$ cat src/rtl/adc_pkg.sv
// adc_pkg: shared definitions for the LTC2308 device-side responder.
//   state_t        responder FSM states
//   CFG_*          bit positions inside the 6-bit config word {S/D,O/S,S1,S0,UNI,SLP}
//   BITS/CFG_BITS  result and config word widths
//   cfg_channel()  channel selected by a config word
//   code_sample()  picks and codes the sample for a config word
package adc_pkg;

  localparam int BITS     = 12;
  localparam int CFG_BITS = 6;
  localparam int CHANNELS = 8;

  localparam logic [CFG_BITS-1:0] RESET_CFG_DEFAULT = 6'h22;

  localparam int CFG_SD  = 5;
  localparam int CFG_OS  = 4;
  localparam int CFG_S1  = 3;
  localparam int CFG_S0  = 2;
  localparam int CFG_UNI = 1;
  localparam int CFG_SLP = 0;

  typedef enum logic [1:0] {
    ST_IDLE    = 2'd0,
    ST_CONVERT = 2'd1,
    ST_READY   = 2'd2,
    ST_SHIFT   = 2'd3
  } state_t;

  // Differential mode returns the even channel of the pair, so O/S is
  // dropped instead of selecting polarity.
  function automatic logic [2:0] cfg_channel(input logic [CFG_BITS-1:0] cfg);
    logic [2:0] ch;
    ch = {cfg[CFG_S1], cfg[CFG_S0], cfg[CFG_SD] & cfg[CFG_OS]};
    return ch;
  endfunction

  // Bipolar coding flips the MSB: offset binary becomes two's complement.
  function automatic logic [BITS-1:0] code_sample(
    input logic [CHANNELS*BITS-1:0] chans,
    input logic [CFG_BITS-1:0]      cfg
  );
    logic [BITS-1:0] raw;
    raw = chans[int'(cfg_channel(cfg))*BITS +: BITS];
    if (!cfg[CFG_UNI]) raw = raw ^ 12'h800;
    return raw;
  endfunction

endpackage

$ cat src/rtl/sync_edge.sv
// sync_edge: multi-flop synchronizer for an asynchronous input followed by
// an edge detector on the synchronized level.
//   clk, rst    system clock, asynchronous active-high reset
//   async_in    raw input from another clock domain
//   level       synchronized level
//   rise, fall  1-clk pulses on synchronized rising / falling edges
module sync_edge #(
  parameter int STAGES = 2
) (
  input  logic clk,
  input  logic rst,
  input  logic async_in,
  output logic level,
  output logic rise,
  output logic fall
);

  logic [STAGES-1:0] sync_q;
  logic              prev_q;

  always_ff @(posedge clk or posedge rst) begin
    if (rst) begin
      sync_q <= '0;
      prev_q <= 1'b0;
    end else begin
      sync_q[0] <= async_in;
      for (int i = 1; i < STAGES; i++) sync_q[i] <= sync_q[i-1];
      prev_q <= sync_q[STAGES-1];
    end
  end

  assign level = sync_q[STAGES-1];
  assign rise  = level & ~prev_q;
  assign fall  = ~level & prev_q;

endmodule

$ cat src/rtl/adc_ltc2308_responder.sv
// adc_ltc2308_responder: emulates the device end of an LTC2308 serial link.
// A CONVST rise latches one channel of chan_value (coded by cfg_word), a fixed
// conversion time follows, then the initiator clocks the 12-bit result out
// on SDO while shifting a 6-bit config word in on SDI for the next conversion.
//
// Handshake: there is no valid/ready pair; the link is paced by the
// initiator. SDI is taken on synchronized SCK rises, SDO advances on
// synchronized SCK falls, and frame_done marks the 12th fall.
//
// Ports:
//   clk, reset     system clock, asynchronous active-high reset
//   adc_convst     conversion start (async)
//   adc_sck        serial clock (async), period >= 8 clk
//   adc_sdi        config bit in, MSB first
//   adc_sdo        result bit out, MSB first
//   chan_value     eight 12-bit samples, ch n = [12n+11:12n]
//   busy           high while converting
//   frame_done     1-clk pulse at the end of a complete frame
//   cfg_word       config used by the conversion in progress / last done
//   fsm_state      current FSM state (debug)
module adc_ltc2308_responder
  import adc_pkg::*;
#(
  parameter int                  CONV_CYCLES = 80,
  parameter int                  SYNC_STAGES = 2,
  parameter logic [CFG_BITS-1:0] RESET_CFG   = RESET_CFG_DEFAULT
) (
  input  logic                     clk,
  input  logic                     reset,
  input  logic                     adc_convst,
  input  logic                     adc_sck,
  input  logic                     adc_sdi,
  output logic                     adc_sdo,
  input  logic [CHANNELS*BITS-1:0] chan_value,
  output logic                     busy,
  output logic                     frame_done,
  output logic [CFG_BITS-1:0]      cfg_word,
  output state_t                   fsm_state
);

  localparam int CNT_W = $clog2(CONV_CYCLES + 1);

  // Synchronized inputs and edges
  logic convst_level, convst_rise, convst_fall;
  logic sck_level, sck_rise, sck_fall;
  logic sdi_level, sdi_rise, sdi_fall;

  sync_edge #(.STAGES(SYNC_STAGES)) u_sync_convst (
    .clk      (clk),
    .rst      (reset),
    .async_in (adc_convst),
    .level    (convst_level),
    .rise     (convst_rise),
    .fall     (convst_fall)
  );

  sync_edge #(.STAGES(SYNC_STAGES)) u_sync_sck (
    .clk      (clk),
    .rst      (reset),
    .async_in (adc_sck),
    .level    (sck_level),
    .rise     (sck_rise),
    .fall     (sck_fall)
  );

  sync_edge #(.STAGES(SYNC_STAGES)) u_sync_sdi (
    .clk      (clk),
    .rst      (reset),
    .async_in (adc_sdi),
    .level    (sdi_level),
    .rise     (sdi_rise),
    .fall     (sdi_fall)
  );

  logic unused_edges;
  assign unused_edges = ^{convst_fall, sck_level, sdi_rise, sdi_fall};

  // State and datapath registers
  state_t              state, state_next;
  logic [CNT_W-1:0]    conv_cnt;
  logic [BITS-1:0]     data_sr;
  logic [CFG_BITS-1:0] cfg_shift;
  logic [2:0]          rise_cnt;
  logic [3:0]          fall_cnt;
  logic                sdo_q;

  // Control strobes decoded from state and synchronized edges
  logic start_conv, conv_done, capture, advance, last_fall, ready_drive;

  // State register
  always_ff @(posedge clk or posedge reset) begin
    if (reset) state <= ST_IDLE;
    else       state <= state_next;
  end

  // Output / strobe decode. CONVST wins over any SCK edge in the same clk,
  // and is ignored only while a conversion is already running.
  always_comb begin
    start_conv  = convst_rise && (state != ST_CONVERT);
    conv_done   = (state == ST_CONVERT) && (conv_cnt == CNT_W'(CONV_CYCLES - 1));
    capture     = sck_rise && !convst_rise &&
                  ((state == ST_READY) ||
                   ((state == ST_SHIFT) && (rise_cnt < 3'(CFG_BITS))));
    advance     = sck_fall && !convst_rise && (state == ST_SHIFT);
    last_fall   = advance && (fall_cnt == 4'(BITS - 1));
    ready_drive = (state == ST_READY) && !convst_level;
    busy        = (state == ST_CONVERT);
  end

  // Next-state logic
  always_comb begin
    state_next = state;
    case (state)
      ST_IDLE: begin
        if (start_conv) state_next = ST_CONVERT;
      end
      ST_CONVERT: begin
        if (conv_done) state_next = ST_READY;
      end
      ST_READY: begin
        if (start_conv)    state_next = ST_CONVERT;
        else if (sck_rise) state_next = ST_SHIFT;
      end
      ST_SHIFT: begin
        if (start_conv)     state_next = ST_CONVERT;
        else if (last_fall) state_next = ST_IDLE;
      end
      default: state_next = ST_IDLE;
    endcase
  end

  // Datapath. A new conversion clears any partial config capture, so an
  // aborted frame never leaks bits into cfg_word.
  always_ff @(posedge clk or posedge reset) begin
    if (reset) begin
      conv_cnt   <= '0;
      data_sr    <= '0;
      cfg_shift  <= '0;
      rise_cnt   <= '0;
      fall_cnt   <= '0;
      sdo_q      <= 1'b0;
      frame_done <= 1'b0;
      cfg_word   <= RESET_CFG;
    end else begin
      frame_done <= 1'b0;
      if (start_conv) begin
        data_sr   <= code_sample(chan_value, cfg_word);
        conv_cnt  <= '0;
        cfg_shift <= '0;
        rise_cnt  <= '0;
        fall_cnt  <= '0;
        sdo_q     <= 1'b0;
      end else begin
        if ((state == ST_CONVERT) && !conv_done) conv_cnt <= conv_cnt + 1'b1;

        if (capture) begin
          cfg_shift <= {cfg_shift[CFG_BITS-2:0], sdi_level};
          rise_cnt  <= rise_cnt + 1'b1;
        end

        if (last_fall) begin
          sdo_q      <= 1'b0;
          frame_done <= 1'b1;
          fall_cnt   <= '0;
          if (rise_cnt == 3'(CFG_BITS)) cfg_word <= cfg_shift;
        end else if (advance) begin
          sdo_q    <= data_sr[BITS-2];
          data_sr  <= {data_sr[BITS-2:0], 1'b0};
          fall_cnt <= fall_cnt + 1'b1;
        end else if (ready_drive) begin
          sdo_q <= data_sr[BITS-1];
        end
      end
    end
  end

  assign adc_sdo   = sdo_q;
  assign fsm_state = state;

endmodule

$ cat config.mk
export PLATFORM = sky130hd
export DESIGN_NAME = adc_ltc2308_responder
export DESIGN_NICKNAME = d
export VERILOG_FILES = /design/src/rtl/adc_pkg.sv /design/src/rtl/sync_edge.sv /design/src/rtl/adc_ltc2308_responder.sv
export SDC_FILE = /design/constraint.sdc
export NUM_CORES = 1
export LEC_CHECK = 0
export CAP_MARGIN = 40
export CELL_PAD_IN_SITES_DETAIL_PLACEMENT = 1
export CELL_PAD_IN_SITES_GLOBAL_PLACEMENT = 1
export CORE_MARGIN = 10
export CORE_UTILIZATION = 29
export DETAILED_ROUTE_END_ITERATION = 12
export HOLD_SLACK_MARGIN = 0.05
export PLACE_DENSITY_LB_ADDON = 0.05
export SYNTH_ARGS = -nofsm -noshare
export SYNTH_HDL_FRONTEND = slang
export SYNTH_SLANG_ARGS = --single-unit
$ cat constraint.sdc
create_clock -name clk -period 1.9 [get_ports clk]
set_input_delay 0.38 -clock clk [delete_from_list [all_inputs] [get_ports clk]]
set_output_delay 0.38 -clock clk [all_outputs]
set_load 0.03 [all_outputs]
==> summary.txt, run 1 <==
Status
  • Run status: completed

Logic synthesis
  • Share of synthesized registers carrying an async set or reset: 1.00
  • Mapped Area: 3000 um2
  • Top FF cell, synth: dfrtp_1
  • Share of the synthesized area in the top cell type: 0.400
  • Synth unique cells: 42
  • Yosys top cell by area: dfrtp_1
  • Top post-synthesis cells by area: dfrtp_1 40%, nand2_1 12%, nand4_1 4.6%, nand3_1 3.8%, and3_1 3.5%
  • Most common library cells after synthesis: 98 x nand2_1, 48 x dfrtp_1, 23 x nand3_1, 23 x nor2_1, 22 x nand4_1
  • Post-synth EDFFs: 0
  • Register area share after synthesis: 0.418
  • Register bit count reported by yosys: 50
  • Syn nets: 461
  • Synthesized instance count: 356
  • Syn avg cell area: 8.43 um2
  • Most numerous cell in the Yosys netlist: nand2_1
  • Synth warnings: 0

Place
  • Placed inst area: 4430 um2
  • Post-DP HPWL: 8910 um
  • Count of input and output buffers: 111
  • Gpl congestion: 0.767

Timing
  • Clock Skew: 0.0130 ns
  • Tcrit/Tclk final: 0.955
  • Worst Tran Pin Value: 0.418 ns
  • Final count of hold timing violations: 0
  • Setup TNS: 0 ns
  • Highest Clock Rate: 551 MHz
  • Setup violators final: 0
  • Slew Limit Headroom: 0.721
  • Tmin final: 1.81 ns
  • Final Max Tran Viols: 0
  • Unrepaired setup endpoints after global routing: false

Setup path
  • CP endpoint kind: primary output
  • Worst EP arrival: 1.43 ns
  • Worst Path Required: 1.52 ns
  • Worst Path Max Fanout: 5
  • Setup crit start kind: flip-flop
  • Kind of critical path: reg2out

Cells and area
  • Post-route cell area: 4590 um2
  • FILL cells: 1205
  • Layout area overhead: 52.8%
  • Final net count: 579
  • Share of cells above drive strength 1: 0.143

Die
  • Initial Util: 0.295
  • IO Count: 112
  • Die Y: 122 um
  • Std cell rows: 37
  • Die width: 122 um
  • Core Box Area: 10200 um2
  • Die ar.: 14800 um2

Route
  • Post-DRT Antenna Nets: 0
  • WL/cell: 17.7 um
  • Detailed Route Iter0 Violations: 133
  • Via Count: 2999
  • Via density: 4.90
  • Met2 routed WL: 5280 um
  • Wirelength, routed: 10900 um
  • Highest routed metal layer: met4
  • DR pass1 iterations: 4
  • Met3 wire length: 777 um
  • DRC: 0
  • WL met1: 4750 um

Min path
  • Hold Crit Class: in2async

Clock tree
  • H-tree levels: 2
  • Clock Pin Slew Worst Setup and Hold Paths: 0.10 ns
  • CTS tree: built
  • Clock buffer depth: 2
  • Hold buffers post-CTS: 0
  • Clk_lat worst skew: 0.30 ns
  • Clock Sink Count: 50
  • CTS buffer count: 5
  • Clock root buffer: clkbuf_8

Power and ir drop
  • Int Power: 2.07 mW
  • Clock Power Share: 0.280
  • Switch share: 0.284
  • Pwr Density: 630 nW/um2
  • Flop pwr share: 0.463
  • NetSw: 823 uW
  • Worst VDD drop: 0.316 mV
  • Gate power share: 0.257
  • Leakage: 2.01 nW

Global routing
  • First-pass GRT wire length: 17900 um
  • Number of global-route vias before repair: 3356
  • GRT Overall Usage: 0.149
  • Pin count of the biggest net entering global routing: 36
  • Initial antenna violation count: 0
  • Total congestion overflow: 0

Flow run
  • Max Cap Viol: 0
## area by class of cell
type | count | area [um2] | share of cell area
antenna | 1 | 2.50 | 0.000546
clock buffer | 6 | 82.6 | 0.0180
clock inverter | 2 | 38.8 | 0.00846
inverter | 7 | 26.3 | 0.00573
multi-input combinational | 274 | 1640 | 0.357
sequential | 50 | 1250 | 0.273
tap | 136 | 170 | 0.0371
timing repair buffer | 136 | 1380 | 0.300
## path summary, 6_finish.rpt
kind / start / endpoint / slack, ns / cells past startpoint
max: fsm_state[1] / busy / 0.09 / 5
min: reset / frame_done / 0.36 / 2
max reg2reg: cfg_word[5] / data_sr[0] / 0.11 / 5
min reg2reg: u_sync_convst.sync_q[0] / u_sync_convst.sync_q[1] / 0.36 / 0
max in group asynchronous: reset / cfg_word[5] / 1.04 / 3
min in group clk: u_sync_convst.sync_q[0] / u_sync_convst.sync_q[1] / 0.36 / 0
## power groups by stage
stage | registers (mW) | clock network, mW | logic [mW]
global placement | 1.35 | 0 | 0.729
finish | 1.34 | 0.810 | 0.742
global route | 1.37 | 0.884 | 0.842
CTS | 1.34 | 0.842 | 0.753
detailed placement | 1.36 | 0 | 0.750
floorplan | 1.34 | 0 | 0.375
## routing by layer
| metal | track usage | vias up |
|---|---|---|
| met2 | 0.253 | 62 |
| met5 | 0 | - |
| met3 | 0.0537 | 2 |
| met1 | 0.183 | 1449 |
| met4 | 0.0201 | 0 |
| li1 | - | 1486 |
## sequential cells by signal (all words and copies together), names as in the netlist, 3 cells and up
register,cells
data_sr,12
conv_cnt,7
cfg_shift,6
cfg_word,6
fall_cnt,4
rise_cnt,3
## kinds of logic (layout without fill, tap and decap cells)
family	after synthesis	in the layout	synth area share
muxes	11	11	0.0475
xor gates and xnor gates	7	7	0.0204
DFF	50	50	0.418
and+or+nand+nor	201	201	0.318
other	0	1	0
adders and majority gates	4	4	0.0167
buffers and inverters	32	151	0.0492
AOI/OAI and AO/OA	51	51	0.130
## timing repair
action                     4_1_cts  5_1_grt
resized for setup                4       10
setup endpoints to repair        4       12
setup buffers                    0        0
## metrics by stage
stage / power, mW / std cells / utilization / setup WS, ns / hold slack (ns)
2_1_floorplan: 1.72 / 356 / - / 0.0266 / 0.331
3_3_place_gp: 2.08 / 603 / 0.435 / 0.0719 / 0.331
3_5_place_dp: 2.11 / 603 / 0.435 / 0.0158 / 0.336
4_1_cts: 2.94 / 611 / 0.446 / 0.0289 / 0.360
5_1_grt: 3.09 / 611 / 0.450 / 0.00619 / 0.371
6_report: 2.89 / 612 / 0.450 / 0.0861 / 0.357
## critical path, stage by stage, from the launching register on
cell and delay (ns):
dfrtp_1 0.39, buf_4 0.15, or2b_4 0.27, inv_1 0.08
buf_4 0.13, buf_12 0.11
## cells in the final DEF (no fill, tap or decap), drive strengths merged, types with 3 or more instances in the layout
cell type / netlist / routed
mux2i: 3 / 3
xor2: 7 / 7
buf: 10 / 28
ha: 4 / 4
nand2: 98 / 98
inv: 7 / 8
clkbuf: 15 / 6
mux2: 6 / 6
nand3: 23 / 23
a21oi: 6 / 6
o21ai: 6 / 6
and3: 17 / 17
dlygate4sd2: 0 / 4
a31oi: 21 / 21
a211oi: 12 / 12
dfrtp: 48 / 48
nor3: 3 / 3
nand4: 22 / 22
nor2: 23 / 23
clkdlybuf4s50: 0 / 103
(Power assumes the default switching activity.)
==> run 2: changes to the inputs <==
--- a/config.mk
+++ b/config.mk
@@ -8,7 +8,6 @@
 export CAP_MARGIN = 40
 export CELL_PAD_IN_SITES_DETAIL_PLACEMENT = 1
 export CELL_PAD_IN_SITES_GLOBAL_PLACEMENT = 1
-export CORE_MARGIN = 10
 export CORE_UTILIZATION = 29
 export DETAILED_ROUTE_END_ITERATION = 12
 export HOLD_SLACK_MARGIN = 0.05
==> summary.txt, run 2 (synthesis results as in run 1) <==
Die
  • IO Count: 112
  • Initial Util: 0.303
  • Core Box Area: 9910 um2
  • Die width: 104 um
  • Die ar.: 10800 um2
  • Std cell rows: 36
  • Die Y: 104 um

Cells and area
  • Largest Register: data_sr
  • Commonest non-fill, non-tap cell in the layout: clkdlybuf4s50_1
  • Post-route cell area: 4520 um2
  • Share of cells above drive strength 1: 0.128
  • Final net count: 579
  • FILL cells: 1170
  • Commonest non-fill, non-tap cells in the layout: 104 x clkdlybuf4s50_1, 98 x nand2_1, 48 x dfrtp_1
  • Diodes inserted: 0
  • Footprint of the multi-input gates: 1600 um2
  • Sequential cell area: 1250 um2
  • Layout area overhead: 50.6%
  • Max FFs per register: 12
  • Top flop regs: data_sr x12, conv_cnt x7

Setup path
  • CP endpoint kind: primary output
  • R2r setup slk: 0.11 ns
  • CP max stage cell: clkdlybuf4s50_1
  • Family with the most delay on the worst path: buffers and inverters
  • Worst Path Max Fanout: 6
  • Slowest stage delay, CP: 0.71 ns
  • Worst Path Required: 1.52 ns
  • Kind of critical path: reg2out
  • Setup crit start kind: flip-flop
  • Worst path bufs/invs: 1
  • Worst EP arrival: 1.48 ns
  • Crit-path cells: clkdlybuf4s50_1

Timing
  • Clock Skew: 0.00792 ns
  • Unrepaired setup endpoints after global routing: true
  • Slew Limit Headroom: 0.667
  • Final count of hold timing violations: 0
  • Tcrit/Tclk final: 0.978
  • Tmin final: 1.86 ns
  • Final Max Tran Viols: 0
  • Setup violators final: 0
  • Setup TNS: 0 ns
  • Highest Clock Rate: 538 MHz
  • Worst Tran Pin Value: 0.498 ns
  • Min Hold Slack: 0.313 ns

Place
  • Gpl congestion: 0.865
  • Count of input and output buffers: 111
  • Post-DP HPWL: 8090 um
  • Placed inst area: 4390 um2

Clock tree
  • Clk_lat worst skew: 0.30 ns
  • H-tree levels: 2
  • Clock buffer depth: 2
  • CTS buffer count: 5
  • Clock Pin Slew Worst Setup and Hold Paths: 0.10 ns
  • Clock root buffer: clkbuf_8
  • Clock Sink Count: 50
  • CTS tree: built
  • Hold buffers post-CTS: 0

Min path
  • Hold Crit Class: in2async

Route
  • DRC: 0
  • Via density: 5.05
  • WL/cell: 17.3 um
  • Detailed Route Iter0 Violations: 103
  • Wirelength, routed: 10500 um
  • Post-DRT Antenna Nets: 0
  • DR pass1 iterations: 6
  • Via Count: 3070

Power and ir drop
  • Pwr Density: 633 nW/um2
  • Worst VDD drop: 0.425 mV
  • Flop pwr share: 0.468
  • NetSw: 832 uW
  • Clock Power Share: 0.271
  • Switch share: 0.291
  • Int Power: 2.03 mW
  • Leakage: 1.98 nW
  • Gate power share: 0.261

Global routing
  • GRT Overall Usage: 0.198
  • Total congestion overflow: 0
  • Number of global-route vias before repair: 3249
  • Pin count of the biggest net entering global routing: 41
  • First-pass GRT wire length: 16800 um
  • Initial antenna violation count: 0

Flow run
  • Max Cap Viol: 0

Status
  • Run status: completed
run 2: changes by cell type in the layout (fill, tap and decap cells not counted), sizes merged:
cell / previous run / this run
dlygate4sd2: 4 / 3
buf: 28 / 27
clkinvlp: 0 / 2
clkdlybuf4s15: 0 / 1
diode: 1 / 0
clkdlybuf4s50: 103 / 104
inv: 8 / 7
clkbuf: 6 / 5
run 2: final cells by class:
| cell class | count | area share |
|---|---|---|
| Tap cell | 133 | 0.0368 |
| Timing Repair Buffer | 136 | 0.300 |
| Clock buffer | 5 | 0.0152 |
| Inverter | 7 | 0.00581 |
| Multi-Input combinational cell | 274 | 0.355 |
| Sequential cell | 50 | 0.277 |
| Clock inverter | 3 | 0.00997 |
run 2: what timing repair did:
item / 4_1_cts / 5_1_grt
gates resized for setup: 4 / 4
buffers inserted: 0 / 2
endpoints found under the setup margin: 4 / 13
run 2: final timing paths:
check                                     startpoint                       to  depth (start not counted)
worst min-delay path                           reset  u_sync_convst.sync_q[0]                          2
min in group clk                u_sync_sck.sync_q[0]     u_sync_sck.sync_q[1]                          0
worst max-delay path                    fsm_state[1]             fsm_state[1]                          1
worst min register to register  u_sync_sck.sync_q[0]     u_sync_sck.sync_q[1]                          0
worst max register to register           cfg_word[5]               data_sr[2]                          6
max in group asynchronous                      reset              cfg_word[5]                          3
run 2: metal layers:
layer  GRT usage  wire length (um)  vias to the layer above
met5           0                 0                        -
met4      0.0510               204                        0
met2       0.339              5210                       58
met1       0.261              4780                     1510
li1            -                 -                     1490
met3      0.0302               331                       12
run 2: metrics by stage:
step           worst slack [ns]  utilization  power, mW  std cells
2_1_floorplan            0.0266            -       1.72        356
3_3_place_gp             0.0363        0.443       2.07        598
3_5_place_dp            -0.0484        0.443       2.11        598
4_1_cts                 0.00900        0.454       2.89        606
5_1_grt                 -0.0392        0.456       3.04        608
6_report                 0.0419        0.456       2.86        608
run 2: power by group through the flow:
stage	Clock [mW]	Combinational (mW)	Sequential (mW)
4_1_cts	0.797	0.745	1.34
3_5_place_dp	0	0.741	1.36
3_3_place_gp	0	0.717	1.35
5_1_grt	0.848	0.834	1.36
2_1_floorplan	0	0.375	1.34
6_report	0.776	0.746	1.34
